**config.mk**
```make
export PLATFORM = sky130hd
export DESIGN_NAME = blake2_msg_sched
export DESIGN_NICKNAME = d
export VERILOG_FILES = /design/src/rtl/blake2_msg_sched.sv
export SDC_FILE = /design/constraint.sdc
export NUM_CORES = 1
export LEC_CHECK = 0
export ABC_AREA = 1
export CELL_PAD_IN_SITES_DETAIL_PLACEMENT = 2
export CELL_PAD_IN_SITES_GLOBAL_PLACEMENT = 2
export CORE_AREA = 3 3 452 454
export DETAILED_ROUTE_END_ITERATION = 7
export DIE_AREA = 0 0 455 457
export HOLD_SLACK_MARGIN = 0.15
export PLACE_DENSITY_LB_ADDON = 0.3
export SETUP_SLACK_MARGIN = 0.05
export SLEW_MARGIN = 10
export SYNTH_ARGS = -nofsm -noshare
export SYNTH_HDL_FRONTEND = slang
export SYNTH_SLANG_ARGS = --single-unit
```
**constraint.sdc**
```tcl
create_clock -name clk -period 67.3 [get_ports clk]
set_input_delay 16.825 -clock clk [delete_from_list [all_inputs] [get_ports clk]]
set_output_delay 16.825 -clock clk [all_outputs]
set_load 0.05 [all_outputs]
```
**src/rtl/blake2_msg_sched.sv**
```systemverilog
// BLAKE2 message-word scheduler: captures one 16-word block and streams the
// (x, y) message-word pairs for each G call over all rounds, in SIGMA order.
// Optional build macro BLAKE2_SCHED_PAR4_EN: each beat carries a half-round
// (four G pairs) on 4*W-wide x_o/y_o, and g_idx_o steps 0, 4.
module blake2_msg_sched #(
    parameter int unsigned W = 64,
    parameter int unsigned R = 12,
`ifdef BLAKE2_SCHED_PAR4_EN
    localparam int unsigned Lanes = 4
`else
    localparam int unsigned Lanes = 1
`endif
) (
    input  logic                 clk,
    input  logic                 rst,
    input  logic                 m_valid_i,
    output logic                 m_ready_o,
    input  logic [16*W-1:0]      m_i,
    output logic                 valid_o,
    input  logic                 ready_i,
    output logic [Lanes*W-1:0]   x_o,
    output logic [Lanes*W-1:0]   y_o,
    output logic [2:0]           g_idx_o,
    output logic [3:0]           round_o,
    output logic                 last_o
);

    localparam logic [0:0] StIdle = 1'b0;
    localparam logic [0:0] StRun  = 1'b1;

    localparam logic [2:0] GStep = 3'(Lanes);
    localparam logic [2:0] GLast = 3'(8 - Lanes);
    localparam logic [3:0] RLast = 4'(R - 1);

    logic [0:0]   state_q;
    logic [3:0]   round_q;
    logic [2:0]   g_q;
    logic [W-1:0] store_q [16];

    logic         run;
    logic         accept;
    logic         last;
    logic [3:0]   row_sel;
    logic [63:0]  row;
    logic [2:0]   lane_g;
    logic [3:0]   xi;
    logic [3:0]   yi;

    // SIGMA ROM: entry i of a row lives in nibble i (entry 0 is the LSB nibble).
    function automatic logic [63:0] sigma_row(input logic [3:0] r);
        unique case (r)
            4'd0:    sigma_row = 64'hFEDCBA9876543210;
            4'd1:    sigma_row = 64'h357B20C16DF984AE;
            4'd2:    sigma_row = 64'h491763EADF250C8B;
            4'd3:    sigma_row = 64'h8F04A562EBCD1397;
            4'd4:    sigma_row = 64'hD386CB1EFA427509;
            4'd5:    sigma_row = 64'h91EF57D438B0A6C2;
            4'd6:    sigma_row = 64'hB8293670A4DEF15C;
            4'd7:    sigma_row = 64'hA2684F05931CE7BD;
            4'd8:    sigma_row = 64'h5A417D2C803B9EF6;
            4'd9:    sigma_row = 64'h0DC3E9BF5167482A;
            default: sigma_row = 64'hFEDCBA9876543210;
        endcase
    endfunction

    assign run       = (state_q == StRun);
    assign accept    = !run && m_valid_i;
    assign last      = run && (round_q == RLast) && (g_q == GLast);

    assign m_ready_o = !run;
    assign valid_o   = run;
    assign last_o    = last;
    assign g_idx_o   = run ? g_q : 3'd0;
    assign round_o   = run ? round_q : 4'd0;

    // Rounds 10..14 reuse SIGMA rows 0..4.
    assign row_sel   = (round_q >= 4'd10) ? (round_q - 4'd10) : round_q;
    assign row       = sigma_row(row_sel);

    // Control: accept in IDLE, step g/round on each transfer, return to IDLE after the last.
    always_ff @(posedge clk) begin
        if (rst) begin
            state_q <= StIdle;
            round_q <= 4'd0;
            g_q     <= 3'd0;
        end else if (!run) begin
            if (m_valid_i) begin
                state_q <= StRun;
                round_q <= 4'd0;
                g_q     <= 3'd0;
            end
        end else if (ready_i) begin
            if (last) begin
                state_q <= StIdle;
                round_q <= 4'd0;
                g_q     <= 3'd0;
            end else begin
                g_q <= g_q + GStep;
                if (g_q == GLast) begin
                    round_q <= round_q + 4'd1;
                end
            end
        end
    end

    // Block store: loaded only on acceptance, contents otherwise irrelevant.
    always_ff @(posedge clk) begin
        if (accept) begin
            for (int k = 0; k < 16; k++) begin
                store_q[k] <= m_i[k*W +: W];
            end
        end
    end

    // Pair selection per lane; outputs forced to zero while not valid.
    always_comb begin
        x_o    = '0;
        y_o    = '0;
        lane_g = 3'd0;
        xi     = 4'd0;
        yi     = 4'd0;
        for (int j = 0; j < int'(Lanes); j++) begin
            lane_g = g_q + 3'(j);
            xi     = row[{lane_g, 1'b0, 2'b00} +: 4];
            yi     = row[{lane_g, 1'b1, 2'b00} +: 4];
            if (run) begin
                x_o[j*W +: W] = store_q[xi];
                y_o[j*W +: W] = store_q[yi];
            end
        end
    end

endmodule

```
==> impl_metrics.toml <==
[outcome]
status = "completed"

[synthesis]
async_flop_share = 0
synth-compound-area-share = 0.00436
netlist_instances = 6335
synth_mux_area_frac = 0
synthFlopType = "edfxtp_1"
synth_top_family_by_area = "simple AND/OR/NAND/NOR gates"
synthAdderAreaFrac = 0.00409
ys_seq_elements = 1032
synth-edff-count = 1024
synth-xor-area-share = 0
avgSynthCellArea_um2 = 8.69
synth_area_um2 = 55100
synth_fp_nets = 7381
yosysWarnings = 0
synth.yosys.seq_area_share = 0.561
yosys.area_share.simple = 0.374
ys_types = 38

[power_and_ir_drop]
total_power_w = 0.00193
worst_ir_drop_vdd_mv = 0.0261
seqPwrFrac = 0.403
p_leak_nw = 27.6
internal-power_w = 0.00130
swShare = 0.326
p_comb_frac = 0.225
power_switching_w = 0.000629
clock_power_share = 0.372
powerDensity_nw_per_um2 = 26.6

[min_path]
min_path_type = "register to register"

[cts]
cts.sinks = 1032
cts_buffer_depth = 3
cts_buffers = 136
clk_pin_slew_ns = 0.06
postCtsResizedCells = 0
htree_levels = 4
cts_tree = "built"
cts_root_buf = "clkbuf_16"
hold_buffers = 0
clock_latency_ns = 0.80
postCtsSetupBuffers = 0

[drt]
via_per_inst = 5.57
drc = 0
initialDrtViolationCount = 6391
drt_first_pass_iters = 6
vias = 56300
wl_mm = 333
wl_per_cell_um = 33.0
final_antenna_net_count = 0

[placement]
dp_cells = 9705
hpwl_mm = 230
dpl_cell_area_um2 = 68100
routabilityCongestion = 0.910
portBuffers = 1165

[sta]
relSlewSlack = 0.136
rsz0062_at_grt = "no"
timing.final.crit_share = 0.416
fin_worst_skew_ns = 0.0327
worstMarginPinSlew_ns = 1.30
setup_viol = 0
finalSetupTns_ns = 0
hold_viol_final = 0
fmax_mhz = 35.8
maxSlewViolCount = 0
fin_crit_ns = 27.97

[global_route]
grt_max_degree = 181
grt_overflow_total = 0
grt_use_total = 0.307
antenna_found_initial = 214
first_global_vias = 57500
grt_pass1_wl_mm = 456

[critical_path]
required_ns = 50.48
start_kind = "register"
crit_type = "register to output pin"
cp-end-kind = "output pin"
path_max_fanout = 151
arrival_ns = 11.14

[floorplanning]
fp.coreArea_um2 = 200000
io_pins = 1166
start_util = 0.275
rows = 164
die_area_um2 = 208000
die_h_um = 457
die_width_um = 455

[layout]
area_growth_pct = 31.9
fin_area_um2 = 72600
layout-drive-gt1-share = 0.0417
fill_cells = 22100
nNetsFinal = 8233
final_cells = 10100
utilization = 0.363

[run]
drv_cap = 0
==> path summary, 6_finish.rpt <==
path                            startpoint              to  slack (ns)  cells past startpoint
worst min-delay path                g_q[0]          g_q[0]        0.55                      2
worst max-delay path            round_q[0]         y_o[17]       39.33                     26
worst min register to register      g_q[0]          g_q[0]        0.55                      2
worst max register to register     valid_o  store_q[2][49]       61.99                      5
==> layout by cell type (no fill, tap or decap), types with 6 or more instances in the layout <==
cell type	Yosys	layout
a21oi_1	10	10
and3_1	64	64
buf_12	0	7
buf_4	75	74
bufinv_16	0	9
clkbuf_1	50	37
clkbuf_16	0	138
clkdlybuf4s50_1	0	1165
clkinv_1	2	26
clkinv_2	0	21
dfxtp_1	8	7
diode_2	0	160
edfxtp_1	1024	1024
ha_1	18	18
inv_1	42	41
inv_6	0	10
nand2_1	1838	1835
nand2_2	10	6
nand2_4	4	6
nand2_8	1	6
nand3_1	2250	2250
nor2_1	473	472
o21ai_0	10	10
o21ai_1	6	6
==> final cells by class <==
class	instances	area, µm²	share of cell area
Inverter	57	260	0.00358
Clock inverter	65	599	0.00825
Tap cell	2656	3320	0.0457
Multi-Input combinational cell	4714	21200	0.292
Timing Repair Buffer	1246	12400	0.170
Clock buffer	175	3590	0.0494
Antenna cell	160	400	0.00551
Sequential cell	1032	30900	0.426
==> state kept, by name, summed over array words and instances, names as in the netlist <==
name	flops
g_q	3
valid_o	1
store_q	1024
round_q	4
==> through the flow <==
stage / hold slack, ns / worst slack (ns)
floorplan: 0.537 / 4.68
global placement: 0.506 / 40.55
detailed placement: 0.536 / 40.30
CTS: 0.544 / 39.36
global route: 0.571 / 38.76
finish: 0.551 / 39.33
==> Yosys cell counts (2+ instances only) <==
cell type  count  area share
nor2_2         2     0.00023
buf_1         27      0.0018
a31oi_1        3     0.00034
buf_2        362       0.033
nand2_4        4     0.00082
dfxtp_1        8      0.0029
nor2_1       473       0.032
o21ai_0       10     0.00091
nand3_1     2250        0.20
buf_6         17      0.0035
clkinv_1       2     0.00014
inv_1         42      0.0029
and3_1        64      0.0073
inv_2         12     0.00082
nand3_2        5     0.00091
buf_4         75       0.010
nand2_2       10      0.0011
a21oi_1       10     0.00091
nand2_1     1838        0.13
o21ai_1        6     0.00055
edfxtp_1    1024        0.56
ha_1          18      0.0041
o211ai_1       5     0.00068
nand4_1        4     0.00045
nor2_8         2     0.00073
clkbuf_1      50      0.0034
==> metal layers <==
metal | vias to the layer above | share of wire | global-route usage
met2 | 2829 | 0.44 | 0.456
met3 | 587 | 0.080 | 0.0576
met5 | - | 0.00078 | 0
met1 | 29000 | 0.42 | 0.419
li1 | 23900 | - | -
met4 | 36 | 0.053 | 0.168
==> cell families (layout without fill, tap and decap cells) <==
logic type / Yosys count / count (layout)
flip-flops: 1032 / 1032
AND/OR/NAND/NOR: 4655 / 4655
AO/OA/AOI/OAI: 41 / 41
buffers and inverters: 589 / 1543
adder cells (fa/ha/maj): 18 / 18
other: 0 / 160
==> worst max-delay path, stage by stage, from the launching register on <==
cell and delay, ns:
dfxtp_1 0.60, clkinv_1 0.43, ha_1 0.36, inv_1 0.12, nand2_1 0.07, nand3_1 0.10
nand2_2 0.15, inv_1 0.30, ha_1 0.25, nand3_1 0.20, nor2_1 0.37, nor2_1 0.08
nand2_1 0.12, nand3_4 0.59, nand2_8 0.67, buf_4 0.65, buf_4 0.81, buf_12 0.63
buf_4 0.86, buf_4 0.70, nand2_1 0.13, nand3_1 0.12, nand2_1 0.06, nor2_1 0.26
nor2_1 0.26, nor2_1 0.27, clkdlybuf4s50_1 0.86
==> power by group through the flow <==
stage | clock (W) | sequential [W] | combinational (W)
final | 0.000719 | 0.000778 | 0.000435
after global routing | 0.000754 | 0.000781 | 0.000461
after CTS | 0.000731 | 0.000777 | 0.000432
after detailed placement | 0 | 0.000789 | 0.000429
after global placement | 0 | 0.000788 | 0.000422
after floorplan | 0 | 0.000837 | 0.000219
(Power assumes the default switching activity.)
